<file path="config.mk">
export PLATFORM = sky130hd
export DESIGN_NAME = neuron_sequencer_flat
export DESIGN_NICKNAME = d
export VERILOG_FILES = /design/src/rtl/neuron_sequencer_if.sv /design/src/rtl/neuron_sequencer.sv /design/src/flat_wrapper.sv
export SDC_FILE = /design/constraint.sdc
export NUM_CORES = 1
export LEC_CHECK = 0
export CORE_ASPECT_RATIO = 2
export CORE_UTILIZATION = 42
export CTS_BUF_LIST = sky130_fd_sc_hd__clkbuf_2 sky130_fd_sc_hd__clkbuf_4 sky130_fd_sc_hd__clkbuf_8
export DETAILED_ROUTE_END_ITERATION = 10
export GPL_TIMING_DRIVEN = 0
export HOLD_SLACK_MARGIN = 0.02
export PLACE_DENSITY_LB_ADDON = 0.2
export REMOVE_ABC_BUFFERS = 1
export SLEW_MARGIN = 10
export SYNTH_ARGS = -nofsm -noshare
export SYNTH_HDL_FRONTEND = slang
export SYNTH_SLANG_ARGS = --single-unit
</file>
<file path="constraint.sdc">
create_clock -name clk -period 3.1 [get_ports clk]
set_clock_uncertainty 0.15 [all_clocks]
set_input_delay 0.93 -clock clk [delete_from_list [all_inputs] [get_ports clk]]
set_output_delay 0.93 -clock clk [all_outputs]
set_load 0.005 [all_outputs]
</file>
<file path="src/rtl/neuron_sequencer_if.sv">
// APB bus bundle for the neuron sequencer.
// Carries the APB control (PSEL/PENABLE/PWRITE), address, write data, read data,
// ready and slave error. "master" is the bus initiator, "slave" the sequencer.
interface neuron_sequencer_if #(
  parameter int unsigned Amba_Word       = 24,
  parameter int unsigned Amba_Addr_Depth = 12
) ();

  logic                       PSEL;
  logic                       PENABLE;
  logic                       PWRITE;
  logic [Amba_Addr_Depth-1:0] PADDR;
  logic [Amba_Word-1:0]       PWDATA;
  logic [Amba_Word-1:0]       PRDATA;
  logic                       PREADY;
  logic                       PSLVERR;

  modport master (
    output PSEL, PENABLE, PWRITE, PADDR, PWDATA,
    input  PRDATA, PREADY, PSLVERR
  );

  modport slave (
    input  PSEL, PENABLE, PWRITE, PADDR, PWDATA,
    output PRDATA, PREADY, PSLVERR
  );

endinterface

</file>
<file path="src/rtl/neuron_sequencer.sv">
// Neuron sequencer: APB slave that owns the pixel memory, weight memory and neuron
// calculator. While idle it forwards pixel writes into pixel memory and holds the
// bias. A start command clears the calculator, streams every pixel address through
// both memories, requests the result and latches the cat/not-cat bit.
//
// Ports:
//   clk, rst            clock, asynchronous active-high reset
//   apb                 APB slave (zero wait, PREADY tied high)
//   mem_we/mem_wdata    pixel memory write strobe and data
//   mem_re              pixel/weight memory read strobe
//   mem_addr            shared memory address
//   calc_clear          one-cycle accumulator clear
//   calc_enable         accumulate this cycle (read strobe delayed by memory latency)
//   calc_get_result     one-cycle result request
//   calc_bias           bias register to calculator
//   calc_result         calculator output bit
//   irq                 level interrupt: done & irq_en
module neuron_sequencer #(
  parameter int unsigned Amba_Word       = 24,
  parameter int unsigned Amba_Addr_Depth = 12,
  parameter int unsigned Num_Pixels      = 3072,
  parameter int unsigned Drain_Cycles    = 2
) (
  input  logic                       clk,
  input  logic                       rst,
  neuron_sequencer_if.slave          apb,
  output logic                       mem_we,
  output logic                       mem_re,
  output logic [Amba_Addr_Depth-1:0] mem_addr,
  output logic [Amba_Word-1:0]       mem_wdata,
  output logic                       calc_clear,
  output logic                       calc_enable,
  output logic                       calc_get_result,
  output logic [Amba_Word-1:0]       calc_bias,
  input  logic                       calc_result,
  output logic                       irq
);

  localparam int unsigned AW = Amba_Addr_Depth;
  localparam int unsigned W  = Amba_Word;

  localparam logic [AW-1:0] CtrlAddr  = '1;
  localparam logic [AW-1:0] BiasAddr  = {{(AW-1){1'b1}}, 1'b0};
  localparam logic [AW-1:0] PixCount  = AW'(Num_Pixels);
  localparam logic [AW-1:0] LastPix   = AW'(Num_Pixels - 1);
  localparam logic [AW-1:0] DrainLast = AW'(Drain_Cycles);

  typedef enum logic [2:0] {
    StIdle,
    StClear,
    StRun,
    StDrain,
    StResult,
    StCapture,
    StDone
  } state_e;

  state_e        state_q, state_d;
  logic [AW-1:0] cnt_q, cnt_d;     // pixel index in RUN, drain count in DRAIN
  logic          en_q;
  logic [W-1:0]  bias_q;
  logic          irq_en_q;
  logic          result_q;

  logic access, busy, done;
  logic is_pix, is_ctrl, is_bias;
  logic ctrl_wr, bias_wr, pix_wr;

  // APB decode
  assign access  = apb.PSEL & apb.PENABLE;
  assign is_pix  = apb.PADDR < PixCount;
  assign is_ctrl = apb.PADDR == CtrlAddr;
  assign is_bias = apb.PADDR == BiasAddr;
  assign busy    = (state_q != StIdle) && (state_q != StDone);
  assign done    = state_q == StDone;

  assign ctrl_wr = access & apb.PWRITE & is_ctrl;
  assign bias_wr = access & apb.PWRITE & is_bias & ~busy;
  assign pix_wr  = access & apb.PWRITE & is_pix & ~busy;

  assign apb.PREADY  = 1'b1;
  assign apb.PSLVERR = access & (~(is_pix | is_ctrl | is_bias) |
                                 (apb.PWRITE & busy & (is_pix | is_bias)));

  always_comb begin
    apb.PRDATA = '0;
    if (access && !apb.PWRITE) begin
      if (is_ctrl) begin
        apb.PRDATA[3:0] = {irq_en_q, busy, done, result_q};
      end else if (is_bias) begin
        apb.PRDATA = bias_q;
      end
    end
  end

  // Sequencer FSM
  always_comb begin
    state_d         = state_q;
    cnt_d           = cnt_q;
    calc_clear      = 1'b0;
    mem_re          = 1'b0;
    calc_get_result = 1'b0;
    case (state_q)
      StIdle, StDone: begin
        // start wins over clear_done when both are set
        if (ctrl_wr && apb.PWDATA[0]) begin
          state_d = StClear;
        end else if (state_q == StDone && ctrl_wr && apb.PWDATA[2]) begin
          state_d = StIdle;
        end
      end
      StClear: begin
        calc_clear = 1'b1;
        cnt_d      = '0;
        state_d    = StRun;
      end
      StRun: begin
        mem_re = 1'b1;
        if (cnt_q == LastPix) begin
          cnt_d   = '0;
          state_d = StDrain;
        end else begin
          cnt_d = cnt_q + 1'b1;
        end
      end
      StDrain: begin
        // 1 + Drain_Cycles cycles: the last calc_enable lands in the first one
        if (cnt_q == DrainLast) begin
          cnt_d   = '0;
          state_d = StResult;
        end else begin
          cnt_d = cnt_q + 1'b1;
        end
      end
      StResult: begin
        calc_get_result = 1'b1;
        state_d         = StCapture;
      end
      StCapture: begin
        state_d = StDone;
      end
      default: begin
        state_d = StIdle;
      end
    endcase
  end

  always_ff @(posedge clk or posedge rst) begin
    if (rst) begin
      state_q  <= StIdle;
      cnt_q    <= '0;
      en_q     <= 1'b0;
      bias_q   <= '0;
      irq_en_q <= 1'b0;
      result_q <= 1'b0;
    end else begin
      state_q <= state_d;
      cnt_q   <= cnt_d;
      en_q    <= mem_re;   // memory read data arrives one cycle after the strobe
      if (bias_wr) bias_q <= apb.PWDATA;
      if (ctrl_wr) irq_en_q <= apb.PWDATA[1];
      if (state_q == StCapture) result_q <= calc_result;
    end
  end

  assign mem_we      = pix_wr;
  assign mem_addr    = mem_re ? cnt_q : (pix_wr ? apb.PADDR : '0);
  assign mem_wdata   = pix_wr ? apb.PWDATA : '0;
  assign calc_enable = en_q;
  assign calc_bias   = bias_q;
  assign irq         = done & irq_en_q;

endmodule

</file>
<file path="src/flat_wrapper.sv">
// flat-port wrapper written by rule: the top's interface ports become plain ports
module neuron_sequencer_flat 
#(
  parameter int unsigned Amba_Word       = 24,
  parameter int unsigned Amba_Addr_Depth = 12,
  parameter int unsigned Num_Pixels      = 3072,
  parameter int unsigned Drain_Cycles    = 2
)
  (clk, rst, mem_we, mem_re, mem_addr, mem_wdata, calc_clear, calc_enable, calc_get_result, calc_bias, calc_result, irq, apb_PSEL, apb_PENABLE, apb_PWRITE, apb_PADDR, apb_PWDATA, apb_PRDATA, apb_PREADY, apb_PSLVERR);
  neuron_sequencer_if #(.Amba_Word(Amba_Word), .Amba_Addr_Depth(Amba_Addr_Depth)) apb_i ();
  input  logic clk;
  input  logic rst;
  output logic mem_we;
  output logic mem_re;
  output logic [Amba_Addr_Depth-1:0] mem_addr;
  output logic [Amba_Word-1:0] mem_wdata;
  output logic calc_clear;
  output logic calc_enable;
  output logic calc_get_result;
  output logic [Amba_Word-1:0] calc_bias;
  input  logic calc_result;
  output logic irq;
  input wire logic [$bits(apb_i.PSEL)-1:0] apb_PSEL;
  input wire logic [$bits(apb_i.PENABLE)-1:0] apb_PENABLE;
  input wire logic [$bits(apb_i.PWRITE)-1:0] apb_PWRITE;
  input wire logic [$bits(apb_i.PADDR)-1:0] apb_PADDR;
  input wire logic [$bits(apb_i.PWDATA)-1:0] apb_PWDATA;
  output wire logic [$bits(apb_i.PRDATA)-1:0] apb_PRDATA;
  output wire logic [$bits(apb_i.PREADY)-1:0] apb_PREADY;
  output wire logic [$bits(apb_i.PSLVERR)-1:0] apb_PSLVERR;
  assign apb_i.PSEL = apb_PSEL;
  assign apb_i.PENABLE = apb_PENABLE;
  assign apb_i.PWRITE = apb_PWRITE;
  assign apb_i.PADDR = apb_PADDR;
  assign apb_i.PWDATA = apb_PWDATA;
  assign apb_PRDATA = apb_i.PRDATA;
  assign apb_PREADY = apb_i.PREADY;
  assign apb_PSLVERR = apb_i.PSLVERR;
  neuron_sequencer #(.Amba_Word(Amba_Word), .Amba_Addr_Depth(Amba_Addr_Depth), .Num_Pixels(Num_Pixels), .Drain_Cycles(Drain_Cycles)) u_core (.clk(clk), .rst(rst), .apb(apb_i), .mem_we(mem_we), .mem_re(mem_re), .mem_addr(mem_addr), .mem_wdata(mem_wdata), .calc_clear(calc_clear), .calc_enable(calc_enable), .calc_get_result(calc_get_result), .calc_bias(calc_bias), .calc_result(calc_result), .irq(irq));
endmodule
</file>
* Word level (Yosys, flattened, before mapping) *
Cells that the tools add are included.

storage, ports and cells
  output and inout port bits = 92
  register bits = 42
  input port bits = 42
  logic and storage cells = 68

cells by class
  reduce and logical (&&, ||, !) cells = 11
  $add $sub $neg = 1
  multiplexer cells = 18
  magnitude comparators = 1
  eq/ne operators = 14
  bitwise logic cells = 17

operator list
  operator                                                                  number
  24-bit two-way mux                                                        3
  12-bit two-way mux                                                        4
  12-bit == test (second input constant)                                    3
  12-bit one-hot mux with 3 select lines                                    1
  20-bit two-way mux                                                        1
  3-bit one-hot mux with 6 select lines                                     1
  12-bit by 1-bit adder with 12-bit output (second input constant)          1
  12-bit by 2-bit == test with 1-bit output (second input constant)         1
  12-bit less-than comparator (second input constant)                       1
  3-bit two-way mux                                                         4
  1-bit bitwise AND                                                         11
  3-bit == test (second input constant)                                     3
  3-bit by 2-bit == test with 1-bit output (second input constant)          2
  3-bit nonzero test                                                        2
  1-bit logical AND                                                         5
  4-bit two-way mux                                                         1
  2-bit by 1-bit inequality test with 1-bit output (second input constant)  2
  1-bit OR                                                                  4
  3-bit by 1-bit == test with 1-bit output (second input constant)          1
  3-bit logical NOT                                                         1
  1-bit two-way mux                                                         3
  3-bit by 1-bit inequality test with 1-bit output (second input constant)  1
  3-bit inequality test (second input constant)                             1
  3-bit AND reduction                                                       1
  other kinds (3)                                                           4

* Logic depth before layout (Yosys ltp) *
  depth in word-level cells = 8
  depth in mapped cells = 7
  depth with buffers taken out = 6

* Least setup slack after synthesis *
Ideal clock, no wire load.

  path type = input -> output
  start = input port apb_PSEL
  end = output port mem_wdata[10]
  stages on the path = 5
  data required time = 2.020 ns
  path slack = 0.047 ns
  arrival = 1.973 ns
  path buffers = 1
  path through = nand3_1 > nand3b_1 > a21oi_2 > clkbuf_1 > and2_1

on the way
  word-level cells in the longest chain between the ends = 5

ends and longest elaborated chain
  what                            line                     source
  start, declared                 flat_wrapper.sv:23       input wire logic [$bits(apb_i.PSEL)-1:0] apb_PSEL;
  1-bit bitwise AND               neuron_sequencer.sv:70   assign access = apb.PSEL & apb.PENABLE;
  1-bit bitwise AND (3 in a row)  neuron_sequencer.sv:79   assign pix_wr = access & apb.PWRITE & is_pix & ~busy;
  24-bit two-way mux              neuron_sequencer.sv:168  assign mem_wdata = pix_wr ? apb.PWDATA : '0;
  end, declared                   flat_wrapper.sv:16       output logic [Amba_Word-1:0] mem_wdata;

No other way between the ends.

* Worst setup path in the final report *
  start = input port apb_PSEL
  end = output port mem_wdata[2]

The elaborated chain is that of the path after synthesis.

==> results.sh <==
export IMPL_leakage_nw=2.27
export IMPL_cts_root_buf="clkbuf_8"
export IMPL_num_vias=3113
export IMPL_die_area_sq_mm=0.00665
export IMPL_fill_cells=334
export IMPL_cts_tree="yes"
export IMPL_dr_pass1_iters=4
export IMPL_worst_pin_slew_ns=1.19
export IMPL_die_w_microns=58.2
export IMPL_finalHoldViolCount=0
export IMPL_max_freq_mhz=308
export IMPL_placeableCoreArea_sq_mm=0.00606
export IMPL_grt_max_degree=37
export IMPL_fin_crit_ns=3.25
export IMPL_drt_iter0_drc=195
export IMPL_overflow=0
export IMPL_violations="setup timing"
export IMPL_synthArstFlopShare_pct=100
export IMPL_synthesis_area_sq_mm=0.00265
export IMPL_fin_cells=534
export IMPL_ios=134
export IMPL_wirelength_microns=12100
export IMPL_start_kind="input port"
export IMPL_clk_latency_ns=0.30
export IMPL_fin_nets=494
export IMPL_syn_to_final_growth_pct=83.1
export IMPL_cts_hold_buf=0
export IMPL_post_place_cells=468
export IMPL_rsz0062_at_grt="true"
export IMPL_cp_required_ns=2.02
export IMPL_grt_pass1_wl_microns=17700
export IMPL_synth_edff_count=0
export IMPL_netlist_instances=272
export IMPL_p_total_mw=1.89
export IMPL_holdPathStages=1
export IMPL_cts_sinks=42
export IMPL_yosys_warnings=0
export IMPL_path_max_fanout=5
export IMPL_vdd_drop_max_mv=0.381
export IMPL_finalInstanceArea_sq_mm=0.00485
export IMPL_finalMaxSlewViolations=0
export IMPL_gp_congestion=0.913
export IMPL_ff2ff_path_depth=5
export IMPL_cts_buffers=5
export IMPL_synth_cell_types=48
export IMPL_layout_commonest_cell="buf_6"
export IMPL_routedWlPerCell_microns=22.7
export IMPL_grt_total_usage_pct=36.5
export IMPL_arrival_ns=2.17
export IMPL_hp_start="u_core.result_q"
export IMPL_hp_class="reg2reg"
export IMPL_place_hpwl_microns=6190
export IMPL_drv_cap=0
export IMPL_layout_common_cells="64 x buf_6, 55 x clkdlybuf4s50_1, 40 x and2_4"
export IMPL_antennaDiodeCount=0
export IMPL_rrSetupSlack_ns=0.42
export IMPL_clockBufferDepth=2
export IMPL_setup_viol=48
export IMPL_final_setup_worst_slack_ns=-0.150
export IMPL_reg2reg_to="u_core.calc_bias[13]"
export IMPL_synth_ff_type="dfrtp_1"
export IMPL_period_share_pct=105
export IMPL_drive_above_1_share_pct=50.7
export IMPL_fp_row_count=40
export IMPL_vias_per_cell=5.83
export IMPL_grt_pass1_vias=3147
export IMPL_reg2reg_from="u_core.state_q[2]"
export IMPL_htree_num_levels=2
export IMPL_min_to="u_core.result_q"
export IMPL_avgSynthCellArea_sq_um=9.74
export IMPL_die_h_microns=114
export IMPL_ys_seq_area_share_pct=39.7
export IMPL_clk_pin_slew_ns=0.08
export IMPL_start_util_pct=43.8
export IMPL_placedInstanceArea_sq_mm=0.00399
export IMPL_crit_type="in2out"
export IMPL_endpoint_kind="primary output"
export IMPL_p_per_area_mw_per_mm2=388
export IMPL_grt_antenna_before_repair=0
export IMPL_drc=0
export IMPL_synth_seq_cells=42
export IMPL_port_buffers=132
export IMPL_status="finished with violations"
export IMPL_max_slew_margin_rel_pct=20.2
export IMPL_ant_nets=0
cell type report:
class / count / area [sq um] / share of cell area [%]
flip-flops and latches: 42 / 1050 / 21.7
repair buffers: 188 / 1860 / 38.4
inverters: 7 / 31.3 / 0.644
well taps: 84 / 105 / 2.17
clock buffers: 5 / 68.8 / 1.42
clock inverters: 2 / 10.0 / 0.206
multi-input cells: 206 / 1720 / 35.5
layer usage:
layer | vias up | global-route usage (%) | part of all wire (%)
li1 | 1336 | - | -
met1 | 1514 | 33.8 | 32
met2 | 199 | 69.3 | 55
met3 | 64 | 7.57 | 6.5
met4 | 0 | 22.2 | 6.7
met5 | - | 0 | 0
flip-flops by register name, indices dropped and copies added (netlist names):
signal              cells
u_core.state_q          3
u_core.cnt_q           12
u_core.calc_bias       24
u_core.result_q         1
u_core.calc_enable      1
u_core.irq_en_q         1
synthesized netlist by cell type, types with 3 or more instances:
| master | n | area [sq um] |
|---|---|---|
| and2_1 | 53 | 332 |
| dfrtp_1 | 42 | 1050 |
| mux2_2 | 25 | 282 |
| a22o_1 | 12 | 105 |
| nand3_1 | 12 | 60.1 |
| clkbuf_1 | 10 | 37.5 |
| nand2_1 | 9 | 33.8 |
| nor2_1 | 9 | 33.8 |
| o21ai_0 | 9 | 45.0 |
| a21oi_1 | 8 | 40.0 |
| buf_2 | 7 | 35.0 |
| nand4_1 | 7 | 43.8 |
| and3_1 | 6 | 37.5 |
| inv_1 | 6 | 22.5 |
| o31ai_1 | 5 | 37.5 |
| a221oi_1 | 4 | 35.0 |
| and4_1 | 3 | 26.3 |
| mux2i_1 | 3 | 30.0 |
| xor2_1 | 3 | 26.3 |
per-stage QoR:
stage / util [%] / hold WS, ns / TNS (ns) / setup slack, ns
after floorplan: - / 0.329 / -6.41 / -0.182
after global placement: 65.5 / 0.342 / -107.94 / -1.74
after detailed placement: 66.0 / 0.346 / -98.12 / -1.70
after CTS: 76.9 / 0.372 / -3.68 / -0.167
after global routing: 80.1 / 0.401 / -5.01 / -0.188
final: 80.1 / 0.380 / -3.21 / -0.150
what timing repair did:
item,in CTS,in global routing
setup endpoints to repair,87,64
pin swaps,43,14
hold endpoints to repair,0,0
cloned,9,0
buffers inserted,48,11
gates resized for setup,376,73
cell families after synthesis:
group | count (synthesis) | synth area share (%)
AO/OA/AOI/OAI | 50 | 13.6
XOR/XNOR | 4 | 1.61
adder cells (fa/ha/maj) | 2 | 0.944
buffers and inverters | 28 | 5.15
flip-flops | 42 | 39.7
multiplexers | 29 | 12.2
other | 1 | 0.142
AND/OR/NAND/NOR | 116 | 26.7
worst max-delay path: stages:
cell and delay, ns:
buf_8 0.08, nand3_4 0.06, nand3b_1 0.19, buf_6 0.15, a21oi_4 0.16, buf_6 0.14, buf_8 0.12, buf_6 0.10
and2_4 0.13, buf_6 0.09
worst max-delay path by stage:
stage / to / slack, ns / from / depth (start not counted)
3_3_place_gp: mem_addr[1] / -1.74 / apb_PSEL / 6
2_1_floorplan: mem_addr[0] / -0.18 / apb_PSEL / 4
5_1_grt: apb_PRDATA[18] / -0.19 / apb_PWRITE / 9
6_report: mem_wdata[2] / -0.15 / apb_PSEL / 10
4_1_cts: mem_addr[9] / -0.17 / apb_PSEL / 11
3_5_place_dp: apb_PRDATA[18] / -1.70 / apb_PADDR[10] / 6
power breakdown:
part | internal, mW | switching, mW | leakage, nW
Sequential | 0.604 | 0.100 | 0.570
Clock | 0.151 | 0.190 | 0.0438
Combinational | 0.418 | 0.422 | 1.66
Total | 1.17 | 0.712 | 2.27
Power figures use the tool's default switching activity.
